### src/rtl/biriscv_csr_wb.sv
// CSR writeback stage: carries the E1 CSR result through E2 into WB, driving the CSR-file write port,
// the exception record and the integer writeback. Optional E2 operand forwarding via BIRISCV_CSR_WB_FWD_EN.
module biriscv_csr_wb #(
    parameter int                     EXCEPTION_W    = 6,
    parameter logic [EXCEPTION_W-1:0] EXC_ILLEGAL    = 'h12,
    parameter logic [EXCEPTION_W-1:0] EXC_BREAKPOINT = 'h13
) (
    input  logic                   clk,
    input  logic                   rst_n,
    input  logic                   e1_valid_i,
    input  logic [31:0]            e1_pc_i,
    input  logic [31:0]            e1_opcode_i,
    input  logic [4:0]             e1_rd_idx_i,
    input  logic [31:0]            e1_value_i,
    input  logic                   e1_write_i,
    input  logic [31:0]            e1_wdata_i,
    input  logic [EXCEPTION_W-1:0] e1_exception_i,
    input  logic                   stall_i,
    input  logic                   squash_i,
    output logic                   wb_valid_o,
    output logic                   wb_rd_write_o,
    output logic [4:0]             wb_rd_idx_o,
    output logic [31:0]            wb_rd_value_o,
    output logic                   csr_writeback_write_o,
    output logic [11:0]            csr_writeback_waddr_o,
    output logic [31:0]            csr_writeback_wdata_o,
    output logic [EXCEPTION_W-1:0] csr_writeback_exception_o,
    output logic [31:0]            csr_writeback_exception_pc_o,
    output logic [31:0]            csr_writeback_exception_addr_o,
    output logic [31:0]            retire_count_o,
    output logic                   fwd_valid_o,
    output logic [4:0]             fwd_rd_idx_o,
    output logic [31:0]            fwd_value_o
);

    typedef struct packed {
        logic                   valid;
        logic [31:0]            pc;
        logic [4:0]             rd_idx;
        logic [11:0]            addr;
        logic [31:0]            value;
        logic                   write;
        logic [31:0]            wdata;
        logic [EXCEPTION_W-1:0] exception;
    } stage_t;

    stage_t      e1;
    stage_t      e2;
    stage_t      wb;
    logic [31:0] retire_count;
    logic        wb_ok;
    logic        unused_opcode;

    assign e1.valid     = e1_valid_i;
    assign e1.pc        = e1_pc_i;
    assign e1.rd_idx    = e1_rd_idx_i;
    assign e1.addr      = e1_opcode_i[31:20];
    assign e1.value     = e1_value_i;
    assign e1.write     = e1_write_i;
    assign e1.wdata     = e1_wdata_i;
    assign e1.exception = e1_exception_i;

    assign unused_opcode = ^e1_opcode_i[19:0];

    // Squash beats stall; a stalled cycle sends a bubble to WB so E2 retires exactly once.
    always_ff @(posedge clk or negedge rst_n) begin
        if (!rst_n) begin
            e2 <= '0;
            wb <= '0;
        end else begin
            if (squash_i)
                e2.valid <= 1'b0;
            else if (!stall_i)
                e2 <= e1;

            if (stall_i || squash_i)
                wb.valid <= 1'b0;
            else
                wb <= e2;
        end
    end

    assign wb_ok = wb.valid && (wb.exception == '0);

    always_ff @(posedge clk or negedge rst_n) begin
        if (!rst_n)
            retire_count <= 32'd0;
        else if (wb_ok)
            retire_count <= retire_count + 32'd1;
    end

    assign wb_valid_o                   = wb.valid;
    assign wb_rd_write_o                = wb_ok && (wb.rd_idx != 5'd0);
    assign wb_rd_idx_o                  = wb.rd_idx;
    assign wb_rd_value_o                = wb.value;
    assign csr_writeback_write_o        = wb_ok && wb.write;
    assign csr_writeback_waddr_o        = wb.addr;
    assign csr_writeback_wdata_o        = wb.wdata;
    assign csr_writeback_exception_o    = wb.valid ? wb.exception : '0;
    assign csr_writeback_exception_pc_o = wb.pc;
    assign retire_count_o               = retire_count;

    // xtval: faulting opcode for illegal instructions, the PC for breakpoints.
    always_comb begin
        csr_writeback_exception_addr_o = 32'd0;
        if (wb.valid && wb.exception == EXC_ILLEGAL)
            csr_writeback_exception_addr_o = wb.value;
        else if (wb.valid && wb.exception == EXC_BREAKPOINT)
            csr_writeback_exception_addr_o = wb.pc;
    end

`ifdef BIRISCV_CSR_WB_FWD_EN
    assign fwd_valid_o  = e2.valid && (e2.exception == '0) && (e2.rd_idx != 5'd0);
    assign fwd_rd_idx_o = e2.rd_idx;
    assign fwd_value_o  = e2.value;
`else
    assign fwd_valid_o  = 1'b0;
    assign fwd_rd_idx_o = 5'd0;
    assign fwd_value_o  = 32'd0;
`endif

endmodule

### config.mk
export PLATFORM = sky130hd
export DESIGN_NAME = biriscv_csr_wb
export DESIGN_NICKNAME = d
export VERILOG_FILES = /design/src/rtl/biriscv_csr_wb.sv
export SDC_FILE = /design/constraint.sdc
export NUM_CORES = 1
export LEC_CHECK = 0
export BUFFER_PORTS_ARGS = -buffer_cell sky130_fd_sc_hd__buf_2
export CAP_MARGIN = 20
export CORE_AREA = 4 4 166 168
export DETAILED_ROUTE_END_ITERATION = 6
export DIE_AREA = 0 0 170 172
export HOLD_SLACK_MARGIN = 0.02
export PLACE_DENSITY = 0.85
export RECOVER_POWER = 100
export SYNTH_ARGS = -nofsm -noshare
export SYNTH_HDL_FRONTEND = slang
export SYNTH_SLANG_ARGS = --single-unit
### constraint.sdc
create_clock -name clk -period 2.1 [get_ports clk]
set_input_delay 0.105 -clock clk [delete_from_list [all_inputs] [get_ports clk]]
set_output_delay 0.105 -clock clk [all_outputs]
set_load 0.03 [all_outputs]
==> flow_metrics.tcl, run 1 <==
set metrics [dict create \
    root_buffer "clkbuf_16" \
    fp-row-count 59 \
    endpoint_kind "flop" \
    crit_slowest_cell "or4b_4" \
    drive_above_1_share 0.390 \
    detailroute.via_count 7894 \
    clock.fmax_ghz 0.482 \
    grt_first_pass_wirelength_mm 46.0 \
    synth-edff-count 0 \
    pre_cts_slack_ns 0.0163 \
    final_design_area_no_fill_um2 15400 \
    synth.avg_cell_area_um2 13.6 \
    cts.path.max_buffers 3 \
    cts_max_level 1 \
    layout_setup_ws_ns 0.0274 \
    io_buffers 310 \
    grtUsageTotal 0.196 \
    clock-sinks 274 \
    worst_setup_path_start_kind "flop" \
    synth_area_um2 12100 \
    placement.cell_area_um2 13300 \
    syn2layout_area_growth_pct 27.6 \
    required_ns 2.56 \
    post_synth_inst_count 890 \
    vdd.ir_drop.worst_mv 0.952 \
    finalHoldWorstSlack_ns 0.324 \
    path_max_fanout 9 \
    hold_viol 0 \
    run_status "completed" \
    final_net_count 1381 \
    avgRoutedWirePerCell_um 18.8 \
    crit_chain "or4b_4 -> or4_4 -> buf_6 -> nor4_4 -> xor2_1" \
    worst_slew_pin_slew_ns 1.08 \
    detail-route-antenna-nets 0 \
    antenna_found_initial 3 \
    chipWidth_um 170 \
    maximum_number_of_pins_on_one_net_before_global_route_repair 122 \
    critical_path.max_stage_delay_ns 0.56 \
    final_critical_path_required_period_ns 2.07 \
    drtPass1Iterations 4 \
    io_pins 369 \
    timing.critical_path.from "wb[4]" \
    worst_skew_pair.late_latency_ns 0.54 \
    final.period_utilization 0.987 \
    chipHeight_um 172 \
    synth-warning-count 0 \
    synth_async_sr_flop_share 1.00 \
    finalWirelength_mm 29.9 \
    drt-vias-per-instance 4.95 \
    tritoncts_clock_tree "yes" \
    initial_utilization 0.466 \
    timing.hold.worst.class "in2async" \
    p_per_area_nw_per_um2 1040 \
    drc 0 \
    drt-initial-drc-count 388 \
    ys_seq_elements 274 \
    first_global_vias 8451 \
    dominantRegCellSynth "dfrtp_1" \
    crit_arrival_ns 2.54 \
    synth_seq_area_share 0.568 \
    number_of_failing_setup_endpoints_in_the_final_timing_report 0 \
    clock_skew_ns 0.00785 \
    tritoncts.num_buffers 30 \
    globalRouteOverflowTotal 0 \
    total_leakage_power_nw 6.96 \
    finalMaxSlewViolations 0 \
    number_of_different_library_cells_in_the_post_synthesis_netlist 30 \
    cts.reportedPaths.clkPinSlew_ns 0.06 \
    crit-reg2reg-launch "wb[4]" \
    maxSlewHeadroom 0.280 \
    die_area_um2 29200 \
    design.core.area_um2 25900 \
    number_of_max_capacitance_violations_reported 0 \
    place_congestion 0.807 \
    critPathKind "reg2reg" \
    grt_setup_unrepaired "yes" \
    detailedPlacementHpwl_mm 19.4 \
]
[placed cells by master (no fill, tap or decap), drive strengths merged, types with 4 or more instances in the layout]
cell,instances
dfrtp,274
bufinv,5
dlygate4sd3,123
xnor2,14
xor2,17
clkinv,4
nor2,40
inv,7
mux2i,33
mux2,240
and2,7
nand3,12
nor3,16
buf,168
clkbuf,219
nor4,7
conb,38
nand2,15
[sequential cells by signal, summed over array words and instances, names as in the netlist]
| register | flops |
|---|---|
| wb_valid_o | 1 |
| csr_writeback_exception_pc_o | 32 |
| retire_count_o | 32 |
| wb_rd_idx_o | 5 |
| wb_rd_value_o | 32 |
| e2 | 121 |
| csr_writeback_wdata_o | 32 |
| wb | 7 |
| csr_writeback_waddr_o | 12 |
[power by group]
group          total, mW  leakage [nW]  switching [mW]  internal [mW]
clock               5.68         0.533            2.10           3.59
combinational       3.55          3.13            2.20           1.35
sequential          6.83          3.30           0.636           6.20
total               16.1          6.96            4.93           11.1
[logic make-up after synthesis]
logic type / share of synthesized area
compound gates: 0.000414
xor+xnor: 0.0225
fa+ha+maj: 0.00104
buf+inv: 0.109
flops: 0.568
mux: 0.251
other cells: 0.000311
simple gates: 0.0482
[timing repair]
item / in CTS / in global routing
setup endpoints to repair: 35 / 44
endpoints found under the hold margin: 282 / 0
cloned: 0 / 1
setup buffers: 1 / 1
resized for setup: 14 / 21
pin swaps: 1 / 2
hold buffers: 123 / 0
[cells in the mapped netlist (2+ instances only)]
cell      number  area share
and4_1         2      0.0015
nand3_1       12      0.0050
nand2_1       15      0.0047
or3_1          3      0.0016
nor2_1        40       0.012
buf_4        151       0.094
mux2_2       240        0.22
and2_1         7      0.0036
xor2_1        17       0.012
buf_1          2     0.00062
buf_2          2     0.00083
and3_1         2      0.0010
inv_1          7      0.0022
dfrtp_1      274        0.57
nor4_2         2      0.0021
nor4_1         4      0.0021
nor3_1        16      0.0066
clkbuf_1      33       0.010
mux2i_1       33       0.027
nand4_1        3      0.0016
or4_1          3      0.0019
xnor2_1       14       0.010
[worst max-delay path, delay by kind of cell, from the launching register on]
family	cells	cell delay, ns
XOR/XNOR	1	0.16
buffers and inverters	1	0.16
flip-flops	1	0.38
AND/OR/NAND/NOR	3	1.30
[area by class of cell]
class	count	area (um2)
Tap cell	335	419
Sequential cell	274	6860
Clock buffer	45	908
Clock inverter	11	185
Fill cell	2003	10500
Antenna cell	2	5.00
Timing Repair Buffer	465	2870
Inverter	7	26.3
Multi-Input combinational cell	457	4140
[metal layers]
layer | vias to the layer above | GRT usage | routed length [um]
met5 | - | 0 | 34
met1 | 3941 | 0.231 | 11300
met2 | 315 | 0.352 | 15200
met3 | 78 | 0.0489 | 2230
li1 | 3556 | - | -
met4 | 4 | 0.0667 | 1140
[through the flow]
step	utilization	power, mW	setup TNS, ns	instances
after detailed placement	0.512	10.4	0	1412
after global placement	0.512	10.3	0	1412
after global routing	0.595	16.8	-0.263	1595
after CTS	0.604	16.4	0	1592
final	0.595	16.1	0	1596
after floorplan	-	9.94	0	927
[final timing paths]
path                                       endpoint  slack, ns  depth (start not counted)
setup / recovery                 retire_count_o[29]       0.03                          5
min in group clk                            e2[108]       0.33                          3
hold / removal                    wb_rd_value_o[12]       0.32                          2
hold reg to reg                  retire_count_o[31]       0.48                          1
max in group asynchronous  csr_writeback_waddr_o[7]       0.37                          3
setup reg to reg                 retire_count_o[29]       0.03                          5
Power figures use the tool's default switching activity.
==> inputs of run 2 (changes only) <==
--- a/config.mk
+++ b/config.mk
@@ -7,11 +7,11 @@
 export LEC_CHECK = 0
 export BUFFER_PORTS_ARGS = -buffer_cell sky130_fd_sc_hd__buf_2
 export CAP_MARGIN = 20
-export CORE_AREA = 4 4 166 168
+export CORE_AREA = 4 4 158 160
 export DETAILED_ROUTE_END_ITERATION = 6
-export DIE_AREA = 0 0 170 172
+export DIE_AREA = 0 0 162 164
 export HOLD_SLACK_MARGIN = 0.02
-export PLACE_DENSITY = 0.85
+export PLACE_DENSITY = 0.89
 export RECOVER_POWER = 100
 export SYNTH_ARGS = -nofsm -noshare
 export SYNTH_HDL_FRONTEND = slang
==> constraint.sdc (replaced) <==
create_clock -name clk -period 2.3 [get_ports clk]
set_input_delay 0.115 -clock clk [delete_from_list [all_inputs] [get_ports clk]]
set_output_delay 0.115 -clock clk [all_outputs]
set_load 0.03 [all_outputs]
==> run 2 against run 1 <==
The run now ends with capacitance limit, slew limit left. Utilization grew 5.4 points. Non-clock buffer count shrank 11. Critical path depth shrank 1. Fmax shrank 5.4%. Die area shrank 9.1%. Critical path type unchanged.
==> flow_metrics.tcl, run 2 (synthesis results as in run 1) <==
set metrics [dict create \
    cts_max_level 1 \
    detailedPlacementHpwl_mm 18.9 \
    place_congestion 0.765 \
    detailroute.via_count 7867 \
    drive_above_1_share 0.368 \
    met1_length_mm 11.2 \
    path_max_fanout 9 \
    finalMaxSlewViolations 64 \
    tritoncts.num_buffers 28 \
    io_buffers 310 \
    final_critical_path_required_period_ns 2.19 \
    syn2layout_area_growth_pct 25.7 \
    root_buffer "clkbuf_16" \
    cts.path.max_buffers 3 \
    globalRouteOverflowTotal 0 \
    worst_slew_pin_slew_ns 1.83 \
    run_status "finished with violations" \
    met2_routed_wirelength_mm 15.5 \
    worst_setup_path_start_kind "flop" \
    vdd.ir_drop.worst_mv 0.754 \
    maximum_number_of_pins_on_one_net_before_global_route_repair 100 \
    finalWirelength_mm 29.9 \
    initial_utilization 0.516 \
    crit_chain "or4b_4 -> or4_4 -> nor4_1 -> xor2_1" \
    final.period_utilization 0.952 \
    grtUsageTotal 0.219 \
    largest_register_ff_count 121 \
    grt_first_pass_wirelength_mm 46.8 \
    critical_path.max_stage_delay_ns 0.61 \
    final_cell_mix "273 x dfrtp_1, 231 x mux2_2, 161 x clkbuf_1" \
    drt-vias-per-instance 5.03 \
    clock.fmax_ghz 0.457 \
    drc 0 \
    avgRoutedWirePerCell_um 19.1 \
    crit_slowest_cell "or4_4" \
    tritoncts_clock_tree "yes" \
    first_global_vias 8535 \
    cpLargestDelayFamily "simple AND/OR/NAND/NOR gates" \
    wl_met3_mm 2.18 \
    fillers 1702 \
    finalSetupTns_ns 0 \
    drt-initial-drc-count 343 \
    design.core.area_um2 23400 \
    drtPass1Iterations 4 \
    multiInputGateArea_um2 4050 \
    grt_setup_unrepaired "no" \
    placed_cells 1386 \
    endpoint_kind "flop" \
    clock-sinks 274 \
    mostFrequentLayoutCell "dfrtp_1" \
    crit_arrival_ns 2.64 \
    critPathKind "reg2reg" \
    worst_skew_pair.late_latency_ns 0.53 \
    violations "capacitance limit, slew limit" \
    antenna_found_initial 2 \
    hold_viol 0 \
    register_area_um2 6860 \
    top_layer_used "met4" \
    p_per_area_nw_per_um2 963 \
    chipHeight_um 164 \
    clock_skew_ns 0.00589 \
    timing.hold.worst.class "in2reg" \
    number_of_max_capacitance_violations_reported 1 \
    chipWidth_um 162 \
    crit_buf_inv 0 \
    finalHoldWorstSlack_ns 0.133 \
    die_area_um2 26600 \
    detail-route-antenna-nets 0 \
    total_leakage_power_nw 6.83 \
    cts.reportedPaths.clkPinSlew_ns 0.06 \
    required_ns 2.75 \
    largest-register "e2" \
    final_net_count 1368 \
    maxSlewHeadroom -0.223 \
    io_pins 369 \
    final_cell_count_no_fill 1564 \
    fp-row-count 56 \
    number_of_failing_setup_endpoints_in_the_final_timing_report 0 \
]
[run 2: changes by cell type in the layout (fill, tap and decap cells not counted), sizes merged]
cell	delta
buf	-29
bufinv	+1
clkbuf	+14
clkinv	-2
clkinvlp	-1
diode	-1
dlygate4sd3	+1
inv	+1
[run 2: power by group]
| group | switching, mW | total (mW) | internal, mW |
|---|---|---|---|
| logic | 2.02 | 3.24 | 1.23 |
| registers | 0.593 | 6.25 | 5.66 |
| clock network | 1.89 | 5.13 | 3.23 |
[run 2: tightest hold or removal path: stages]
cell    delay, ns
buf_2        0.10
nor2_1       0.14
mux2_2       0.27
[run 2: layer usage]
layer	vias up	GRT usage
met5	-	0
met2	329	0.405
met4	0	0.0719
li1	3507	-
met3	71	0.0545
met1	3960	0.248
[run 2: per-stage QoR]
| stage | utilization | total power, mW | setup slack (ns) | cell area [um2] |
|---|---|---|---|---|
| 2_1_floorplan | - | 9.08 | 0.0643 | 12200 |
| 3_3_place_gp | 0.562 | 9.33 | 0.0936 | 13100 |
| 3_5_place_dp | 0.562 | 9.48 | 0.0593 | 13100 |
| 4_1_cts | 0.660 | 14.8 | 0.00923 | 15400 |
| 5_1_grt | 0.649 | 15.2 | 0.0347 | 15200 |
| 6_report | 0.649 | 14.6 | 0.110 | 15200 |
[run 2: what timing repair did]
action                                  CTS  global route
hold endpoints to repair                269             0
hold buffers                            124             0
endpoints found under the setup margin    0            31
setup buffers                             0             1
gates resized for setup                   0             5
[run 2: path summary, 6_finish.rpt]
kind                                     from            endpoint  slack (ns)  cells after the start
max                                     wb[0]  retire_count_o[29]        0.11                      4
min                                   stall_i               wb[0]        0.13                      3
max reg2reg                             wb[0]  retire_count_o[29]        0.11                      4
min reg2reg                retire_count_o[31]  retire_count_o[31]        0.49                      1
max in group asynchronous               rst_n              e2[87]        0.38                      3
min in group asynchronous               rst_n              e2[48]        0.64                      2
[run 2: area by class of cell]
type	instances	area share
Sequential cell	274	0.452
Multi-Input combinational cell	457	0.267
Timing Repair Buffer	454	0.183
Clock buffer	42	0.0563
Tap cell	319	0.0263
Clock inverter	10	0.0136
Inverter	7	0.00173
Antenna cell	1	0.000165
